**config.mk**
```make
export PLATFORM = sky130hd
export DESIGN_NAME = led_mode_selector
export DESIGN_NICKNAME = d
export VERILOG_FILES = /design/src/rtl/led_mode_selector.sv
export SDC_FILE = /design/constraint.sdc
export NUM_CORES = 1
export LEC_CHECK = 0
export CELL_PAD_IN_SITES_DETAIL_PLACEMENT = 1
export CELL_PAD_IN_SITES_GLOBAL_PLACEMENT = 2
export CORE_AREA = 2 2 66 68
export CTS_BUF_LIST = sky130_fd_sc_hd__clkbuf_8
export DETAILED_ROUTE_END_ITERATION = 10
export DIE_AREA = 0 0 68 70
export PLACE_DENSITY = 0.75
export SLEW_MARGIN = 20
export SYNTH_ARGS = -nofsm -noshare
export SYNTH_HDL_FRONTEND = slang
export SYNTH_SLANG_ARGS = --single-unit
```
**constraint.sdc**
```tcl
create_clock -name clk -period 2.5 [get_ports clk]
set_input_delay 0.5 -clock clk [delete_from_list [all_inputs] [get_ports clk]]
set_output_delay 0.5 -clock clk [all_outputs]
set_load 0.1 [all_outputs]
```
**src/rtl/led_mode_selector.sv**
```systemverilog
// Push-button front end for the LED mode drivers. It synchronises and debounces key_n.
// A short press advances the mode index; a long press toggles the global LED enable.
module led_mode_selector #(
  parameter int NUM_MODES      = 4,
  parameter int DEBOUNCE_CYC   = 12,
  parameter int LONG_PRESS_CYC = 600
) (
  input  logic       clk,
  input  logic       rst_n,
  input  logic       key_n,
  output logic [2:0] mode_out,
  output logic [7:0] led_select,
  output logic       led_enable,
  output logic       mode_change
);

  localparam int DW = (DEBOUNCE_CYC > 1) ? $clog2(DEBOUNCE_CYC) : 1;
  localparam int HW = (LONG_PRESS_CYC > 1) ? $clog2(LONG_PRESS_CYC) : 1;
  localparam logic [DW-1:0] DEB_LAST  = DW'(DEBOUNCE_CYC - 1);
  localparam logic [HW-1:0] HOLD_LAST = HW'(LONG_PRESS_CYC - 1);
  localparam logic [2:0]    MODE_LAST = 3'(NUM_MODES - 1);

  typedef enum logic [1:0] {
    IDLE      = 2'd0,
    PRESSED   = 2'd1,
    LONG_HELD = 2'd2
  } state_t;

  // Handshake-free block: key_n is a level input, and every output is a registered level or pulse.
  logic          s1, s2;
  logic          key_db;
  logic [DW-1:0] deb_cnt;

  always_ff @(posedge clk or negedge rst_n) begin
    if (!rst_n) begin
      s1      <= 1'b1;
      s2      <= 1'b1;
      key_db  <= 1'b1;
      deb_cnt <= '0;
    end else begin
      s1 <= key_n;
      s2 <= s1;
      if (s2 != key_db) begin
        if (deb_cnt == DEB_LAST) begin
          key_db  <= s2;
          deb_cnt <= '0;
        end else begin
          deb_cnt <= deb_cnt + 1'b1;
        end
      end else begin
        deb_cnt <= '0;
      end
    end
  end

  state_t        state_q, state_d;
  logic [HW-1:0] hold_q, hold_d;
  logic [2:0]    mode_d;
  logic          en_d;
  logic          change_d;
  logic [7:0]    sel_d;

  always_ff @(posedge clk or negedge rst_n) begin
    if (!rst_n) begin
      state_q     <= IDLE;
      hold_q      <= '0;
      mode_out    <= 3'd0;
      led_enable  <= 1'b1;
      led_select  <= 8'h01;
      mode_change <= 1'b0;
    end else begin
      state_q     <= state_d;
      hold_q      <= hold_d;
      mode_out    <= mode_d;
      led_enable  <= en_d;
      led_select  <= sel_d;
      mode_change <= change_d;
    end
  end

  always_comb begin
    state_d  = state_q;
    hold_d   = hold_q;
    mode_d   = mode_out;
    en_d     = led_enable;
    change_d = 1'b0;
    case (state_q)
      IDLE: begin
        if (!key_db) begin
          state_d = PRESSED;
          hold_d  = '0;
        end
      end
      PRESSED: begin
        // Release is tested first so a release on the threshold cycle still counts as short.
        if (key_db) begin
          mode_d   = (mode_out == MODE_LAST) ? 3'd0 : mode_out + 3'd1;
          change_d = 1'b1;
          state_d  = IDLE;
        end else if (hold_q == HOLD_LAST) begin
          en_d    = ~led_enable;
          state_d = LONG_HELD;
        end else begin
          hold_d = hold_q + 1'b1;
        end
      end
      LONG_HELD: begin
        if (key_db) state_d = IDLE;
      end
      default: state_d = IDLE;
    endcase
    sel_d = en_d ? (8'b1 << mode_d) : 8'h00;
  end

endmodule

```
Word-level counts from Yosys, hierarchy flattened
Cells that the tools add are included.

Add/sub/neg operators: 3. Equality and inequality tests: 11. Shift-type cells: 1. Multiplexer cells: 20. Bitwise operators: 1. Reductions and logical operators: 5.

Operators with widths (count): 10-bit two-way mux (3); 10-bit one-hot mux with 2 select lines (1); 10-bit by 1-bit adder with 10-bit output, second input constant (1); 10-bit equality test, second input constant (1); 3-bit two-way mux (3); 2-bit two-way mux (4); 4-bit two-way mux (2); 8-bit two-way mux (1); 2-bit != test, second input constant (4); 1-bit by 3-bit left shift with 8-bit output, first input constant (1); 2-bit one-hot mux with 3 select lines (1); 1-bit two-way mux (5); 4-bit by 1-bit adder with 4-bit output, second input constant (1); 4-bit equality test, second input constant (1); 4-bit AND reduction (1); 3-bit by 1-bit adder with 3-bit output, second input constant (1); 3-bit by 2-bit equality test with 1-bit output, second input constant (1); 3-bit != test, second input constant (1); 3-bit AND reduction (1); 2-bit by 1-bit equality test with 1-bit output, second input constant (1); 2-bit equality test, second input constant (1); 2-bit logical NOT (1); 2-bit AND reduction (1); 2-bit nonzero test (1); 2 further kinds (2).

Bits in registers: 32. Input bits: 3. Output and inout port bits: 13. Logic and storage cells: 51.

Longest topological paths before layout
Gate-level depths: netlist of run 1.

Word-level depth: 6. Gate-level depth with buffers: 6. Depth with buffers taken out: 6.

Worst setup path before layout of run 1
No wires, ideal clock.

Kind: reg-to-reg. Start: reg mode_out[0]. End: reg led_select[0]. Library setup time: 0.097 ns. Arrival time: 2.065 ns. Data required time: 2.403 ns. Path slack: 0.338 ns. Stages on the path, launching flop included: 7. Buffers on the path: 0. Period minus slack after synthesis: 2.162 ns. Path through: dfrtp_1 > ha_1 > nor2b_1 > nor3_1 > a21oi_1 > inv_1 > nor4_1.

Cells in the longest elaborated chain, start to end: 6. Elaborated cells on any way between the ends: 7. Classes of those cells: 1 x add/sub; 1 x eq/ne; 1 x shift; 4 x mux.

Ends and longest elaborated chain: start: declaration (line 11) `output logic [2:0] mode_out,`; start signal: assignment (line 74) `mode_out <= mode_d;`; 3-bit by 1-bit adder with 3-bit output / 3-bit by 2-bit equality test with 1-bit output (equally long branches) (line 97) `mode_d = (mode_out == MODE_LAST) ? 3'd0 : mode_out + 3'd1;`; 3-bit two-way mux (line 97); 3-bit two-way mux (line 96) `if (key_db) begin`; 3-bit two-way mux (*) (line 87) `case (state_q)`; net mode_d[0] (line 58) `logic [2:0] mode_d;`; 1-bit by 3-bit left shift with 8-bit output (*) (line 112) `sel_d = en_d ? (8'b1 << mode_d) : 8'h00;`; 8-bit two-way mux (*) (line 112); net sel_d[0] (line 61) `logic [7:0] sel_d;`; end signal: assignment (line 76) `led_select <= sel_d;`; end: declaration (line 12) `output logic [7:0] led_select,`.

Mark *: on every way through the listed nets, which the timed path passes. The rest lies on a longest branch. A chain may end at the register's enable or synchronous reset.

Worst setup path after layout of run 1
Start: reg hold_q[0]. End: reg led_select[5].

Cells in the longest elaborated chain, start to end: 5.

Ends and longest elaborated chain: start: declaration (line 57) `logic [HW-1:0] hold_q, hold_d;`; start signal: assignment (line 73) `hold_q <= hold_d;`; 10-bit equality test (line 100) `end else if (hold_q == HOLD_LAST) begin`; 1-bit two-way mux (line 100); 1-bit two-way mux (line 96); 1-bit two-way mux (line 87); 8-bit two-way mux (line 112); net sel_d[5] (line 61).

The timed path passes the listed nets, and every way through them passes these cells.

==> results of run 1 <==
through the flow:
stage	cells	util
after floorplan	133	-
after global placement	199	0.396
after detailed placement	199	0.396
after CTS	207	0.422
after global routing	207	0.422
final	207	0.422
power by group through the flow:
stage	registers, mW	logic (mW)	clock network [mW]
3_5_place_dp	0.704	0.243	0
3_3_place_gp	0.693	0.230	0
6_report	0.695	0.240	0.483
5_1_grt	0.708	0.274	0.527
2_1_floorplan	0.692	0.173	0
4_1_cts	0.694	0.245	0.499
layer usage:
metal | global-route usage | wire length (µm)
met5 | 0 | 0
met3 | 0.0386 | 79
met1 | 0.200 | 1470
met2 | 0.251 | 1660
met4 | 0.0933 | 61
cell usage after synthesis:
cell type | n | area, µm²
nand4b_2 | 1 | 15.0
nor4_1 | 8 | 50.1
o21ai_1 | 3 | 15.0
dfrtp_1 | 27 | 676
clkbuf_1 | 1 | 3.75
and2_1 | 2 | 12.5
and3_2 | 1 | 7.51
mux2i_1 | 2 | 20.0
nor3_1 | 5 | 25.0
o21ai_0 | 1 | 5.00
nand3b_1 | 2 | 15.0
nor2_1 | 7 | 26.3
or2_2 | 1 | 6.26
a21o_1 | 1 | 7.51
dfstp_2 | 5 | 131
nor2b_1 | 2 | 12.5
nor4_4 | 1 | 21.3
nand2_1 | 15 | 56.3
ha_1 | 3 | 37.5
o31ai_4 | 1 | 21.3
xnor2_2 | 1 | 16.3
clkbuf_4 | 1 | 7.51
a21boi_0 | 1 | 7.51
mux2_2 | 2 | 22.5
nand3_1 | 6 | 30.0
o211ai_1 | 2 | 15.0
a31oi_1 | 1 | 6.26
buf_4 | 2 | 15.0
or4b_1 | 1 | 10.0
inv_1 | 7 | 26.3
xnor2_1 | 2 | 17.5
or4b_4 | 1 | 13.8
nand2b_1 | 1 | 6.26
inv_2 | 1 | 3.75
nor3b_1 | 2 | 15.0
a21oi_1 | 5 | 25.0
nand4b_1 | 1 | 8.76
nand4_1 | 3 | 18.8
or4_1 | 1 | 7.51
a22o_1 | 1 | 8.76
o41ai_1 | 2 | 17.5
critical path: cells and delay by family (launching register included):
kind,cells,cell delay [ns]
adders and majority gates,1,0.27
DFF,1,0.42
xor gates and xnor gates,1,0.20
and+or+nand+nor,3,1.07
layout by cell type (no fill, tap or decap), drive strengths merged, types with 2 or more instances in the layout:
master	n
a21oi	5
and2	2
buf	16
clkbuf	5
clkdlybuf4s50	2
dfrtp	27
dfstp	5
ha	3
inv	9
mux2	2
mux2i	2
nand2	15
nand3	6
nand3b	2
nand4	3
nand4b	2
nor2	7
nor2b	2
nor3	5
nor3b	2
nor4	9
o211ai	2
o21ai	4
o41ai	2
or4b	2
xnor2	3
final cells by class:
class,instances,area [µm²],share of cell area
clock buffer,5,68.8,0.0393
clock inverter,3,38.8,0.0222
timing repair buffer,18,140,0.0801
sequential,32,807,0.461
inverter,8,30.0,0.0172
tap,52,65.1,0.0372
multi-input combinational,89,601,0.343
flip-flops by register name (all words and copies together), names as in the netlist:
register / flops
state_q: 2
led_enable: 1
hold_q: 10
mode_change: 1
mode_out: 3
s1: 1
deb_cnt: 4
s2: 1
led_select: 8
key_db: 1
final timing paths:
kind                       startpoint             to  depth (start not counted)
max reg2reg                 hold_q[0]  led_select[5]                          5
min                                s1             s2                          0
max in group asynchronous       rst_n  led_select[0]                          2
min in group asynchronous       rst_n  led_select[7]                          2
max                         hold_q[0]  led_select[5]                          5
min reg2reg                        s1             s2                          0
cell families after synthesis:
logic type,Yosys count,share of synthesized area
compound gates,18,0.0880
flops,32,0.551
mux,4,0.0291
xor+xnor,3,0.0231
fa+ha+maj,3,0.0256
buf+inv,12,0.0385
simple gates,61,0.244
==> summary.txt, run 1 <==
Crit-path cells = ha_1 > or4b_4 > nor4_4 > xnor2_2 > nor4_1
Worst-margin pin slew = 0.472 ns
Initial antenna violation count = 0
Die area = 0.00476 mm²
Clk pwr share = 0.341
Outcome = completed
Netlist cell types = 41
Fin. Hold Viols = 0
RSZ-0062 raised after global routing = false
CP peak stage delay = 0.53 ns
Hold WS = 0.362 ns
Critical path required time = 2.66 ns
Combinational Power Share = 0.169
Total gr overflow = 0
Top Ports = 16
Worst reg-to-reg setup slack = 0.41 ns
Worst VDD drop = 0.322 mV
Sum Neg Setup Slack = 0 ns
TritonCTS clock tree = yes
Post-DP HPWL = 2360 µm
Fraction of layout cells with a size suffix above 1 = 0.245
Crit-path slowest cell = or4b_4
Placed Area = 0.00164 mm²
Tcrit/Tclk final = 0.835
Crit start category = register
Worst-Skew Late Latency = 0.29 ns
Post-CTS Hold Buffers = 0
Design area = 0.00175 mm²
Final min period = 2.09 ns
First-pass detailed-route iteration total = 4
Net load switching power = 0.445 mW
Synthesized Nets = 139
Gates resized, CTS repair = 0
Htree depth = 2
CP Data Arrival Time = 2.25 ns
Die X-Extent = 68 µm
PD cells = 810 mW/mm²
PortBufs = 15
Largest net degree at the start of global routing = 33
First-iteration detailed-routing DRC count = 17
Clk slew on worst S/H paths = 0.07 ns
Routability congestion estimate = 0.787
Critical Path End Type = register
Clock sink count = 32
Worst-path fanout max = 9
Slew HR = 0.684
Root buf cell = clkbuf_8
First-pass GRT wire length = 5580 µm
Core Box Area = 0.00414 mm²
Die height = 70 µm
Final antenna-violating net count = 0
Initial Utilization = 0.353
Clk_skew = 0.00611 ns
Vias = 1079
Tot GR Track Use = 0.162
Drt drc = 0
Fmax = 0.479 GHz
Vias in the first global route = 1140
Switch share = 0.314
Total power = 1.42 mW
Post-Syn Area = 0.00146 mm²
Area grow syn2layout = 19.6%
Synthesized instance count = 133
Ant. Diodes = 0
Syn_area_per_cell = 11.0 µm²
Pre-CTS setup slack = 0.412 ns
Drt total wl = 3270 µm
Synth Warn # = 0
Setup Crit Path Kind = register to register
Fillers = 470
PnR worst setup slack = 0.414 ns
# setup viols final = 0
Routed length per instance = 15.8 µm
Lkg Pwr = 0.793 nW
Layout Nets = 160
Synth Register Bits = 32
Maxcap violations = 0
Vias/cell = 5.21
Seq/Total Area, Yosys = 0.551
FP Rows = 24
Slew Viols, Final = 0
Hold crit path type = register to register
Reg power frac = 0.490
Internal = 0.972 mW
# Post-CTS Setup Buffers = 0
Num CTS Buffers = 5
Clock Path Buffers = 2
Note: power is estimated with default switching activity, not from simulation.
==> run 2, diff against run 1 <==
==> constraint.sdc (replaced) <==
create_clock -name clk -period 2.1 [get_ports clk]
set_input_delay 0.42 -clock clk [delete_from_list [all_inputs] [get_ports clk]]
set_output_delay 0.42 -clock clk [all_outputs]
set_load 0.1 [all_outputs]
==> summary.txt, run 2 (synthesis results as in run 1) <==
Outcome = completed
Final min period = 2.02 ns (-0.0675 ns)
Worst reg-to-reg setup slack = 0.08 ns (-0.33 ns)
Die X-Extent = 68 µm (unchanged)
Slew HR = 0.672 (-0.0116)
Placed Area = 0.00168 mm² (+2.3%)
Tcrit/Tclk final = 0.961 (+0.127)
Post-route insts no fill = 210 (+1.4%)
Commonest cells after routing, fill and taps aside = dfrtp_1, buf_4, nand2_1
Top Ports = 16 (unchanged)
Clk_skew = 0.00132 ns (-0.00479 ns)
Lkg Pwr = 0.811 nW (+2.2%)
Hold crit path type = register to register
# Post-CTS Setup Buffers = 0 (unchanged)
# setup viols final = 0 (unchanged)
CP Data Arrival Time = 2.18 ns (-0.07 ns)
Worst VDD drop = 0.477 mV (+48%)
First-iteration detailed-routing DRC count = 24 (+7)
Total power = 1.76 mW (+24%)
Routed length per instance = 15.9 µm (+0.50%)
Clock Path Buffers = 2 (unchanged)
Switch share = 0.297 (-0.0166)
Layout Nets = 163 (+1.9%)
Total gr overflow = 0 (unchanged)
Hold WS = 0.360 ns (-0.00255 ns)
Worst hold path startpoint = s1
Maxcap violations = 0 (unchanged)
Worst-path fanout max = 9 (unchanged)
Crit-path slowest cell = or4b_4
First-pass detailed-route iteration total = 4 (unchanged)
PD cells = 964 mW/mm² (+19%)
Htree depth = 2 (unchanged)
Startpoint of the worst-slack reg-to-reg timing path = hold_q[0]
Setup Crit Path Kind = register to register
Critical Path End Type = register
Pre-CTS setup slack = 0.121 ns (-0.290 ns)
Tot GR Track Use = 0.167 (+0.00544)
Fmax = 0.495 GHz (+3.3%)
R2R depth = 5 (unchanged)
Largest net degree at the start of global routing = 33 (unchanged)
Worst-margin pin slew = 0.489 ns (+0.0173 ns)
RSZ-0062 raised after global routing = true
Vias in the first global route = 1219 (+6.9%)
Combinational Power Share = 0.167 (-0.002)
Internal = 1.24 mW (+27%)
Reg with most FFs = hold_q
Final antenna-violating net count = 0 (unchanged)
Initial antenna violation count = 0 (unchanged)
FP Rows = 24 (unchanged)
Core Box Area = 0.00414 mm² (unchanged)
Root buf cell = clkbuf_8
Area grow syn2layout = 24.7%
Die height = 70 µm (unchanged)
Reg power frac = 0.466 (-0.024)
Clk slew on worst S/H paths = 0.07 ns (about the same)
Fraction of layout cells with a size suffix above 1 = 0.304 (+0.0586)
Drt total wl = 3340 µm (+2.0%)
Initial Utilization = 0.353 (unchanged)
R2r endpoint = led_select[3]
Most common cell after layout, fill and taps aside = dfrtp_1
Num CTS Buffers = 5 (unchanged)
PnR worst setup slack = 0.0811 ns (-0.333 ns)
Vias/cell = 5.20 (-0.33%)
Max reg flops = 10 (unchanged)
TritonCTS clock tree = yes
Vias = 1091 (+1.1%)
Critical path required time = 2.27 ns (-0.39 ns)
Post-DP HPWL = 2360 µm (-0.14%)
Fin. Hold Viols = 0 (unchanged)
Crit path capture = led_select[3]
Slew Viols, Final = 0 (unchanged)
PortBufs = 15 (unchanged)
First-pass GRT wire length = 5910 µm (+5.9%)
Net load switching power = 0.523 mW (+18%)
Biggest regs = hold_q: 10 flops, led_select: 8 flops, deb_cnt: 4 flops
Worst-Skew Late Latency = 0.28 ns (about the same)
Drt drc = 0 (unchanged)
Routability congestion estimate = 0.766 (-2.8%)
Post-Place Cells = 202 (+1.5%)
Fillers = 472 (+0.43%)
Worst setup path start = hold_q[0]
Clk pwr share = 0.367 (+0.026)
Ant. Diodes = 0 (unchanged)
Clock sink count = 32 (unchanged)
Design area = 0.00183 mm² (+4.3%)
CP peak stage delay = 0.52 ns (about the same)
Crit-path cells = ha_2 > or4b_4 > nor4_4 > xnor2_2 > nor4_1
Die area = 0.00476 mm² (unchanged)
Crit start category = register
-- run 2: changes by cell type in the layout (fill, tap and decap cells not counted), sizes merged --
cell,before,now
buf,16,19
clkbuf,5,7
inv,9,8
clkinv,1,0
-- run 2: what timing repair did --
action                                  4_1_cts  5_1_grt
hold buffers                                  0        0
endpoints found under the setup margin        0        5
gates resized for setup                       0        4
-- run 2: power groups by stage --
stage | logic (mW) | registers [mW] | clock network [mW]
floorplan | 0.206 | 0.825 | 0
global placement | 0.277 | 0.824 | 0
detailed placement | 0.286 | 0.829 | 0
CTS | 0.287 | 0.819 | 0.668
global route | 0.325 | 0.840 | 0.695
finish | 0.293 | 0.821 | 0.646
-- run 2: worst min-delay path by stage --
stage / to / cells after the start / slack [ns]
2_1_floorplan: deb_cnt[0] / 0 / 0.12
3_3_place_gp: s2 / 0 / 0.35
3_5_place_dp: s2 / 0 / 0.35
4_1_cts: s2 / 0 / 0.36
5_1_grt: s2 / 0 / 0.37
6_report: s2 / 0 / 0.36
-- run 2: cell type report --
class                      count  area, µm²  area share
clock buffer                   7       96.3      0.0528
clock inverter                 1       30.0      0.0164
inverter                       8       30.0      0.0164
multi-input combinational     89        619       0.339
sequential                    32        810       0.443
tap                           52       65.1      0.0356
timing repair buffer          21        175      0.0960
-- run 2: layer usage --
| layer | vias up | GRT usage | part of all wire |
|---|---|---|---|
| met5 | - | 0 | 0 |
| met4 | 0 | 0.0667 | 0.011 |
| met3 | 4 | 0.0483 | 0.027 |
| met2 | 11 | 0.259 | 0.51 |
| met1 | 551 | 0.217 | 0.45 |
| li1 | 525 | - | - |
-- run 2: per-stage QoR --
stage	utilization	setup TNS (ns)
finish	0.441	0
global placement	0.405	0
detailed placement	0.405	0
floorplan	-	0
CTS	0.436	0
global route	0.441	-0.0504
-- run 2: critical path: cells and delay by family (launching register included) --
kind | cells | cell delay (ns)
AND/OR/NAND/NOR | 3 | 1.03
flip-flops | 1 | 0.42
adder cells (fa/ha/maj) | 1 | 0.25
XOR/XNOR | 1 | 0.20
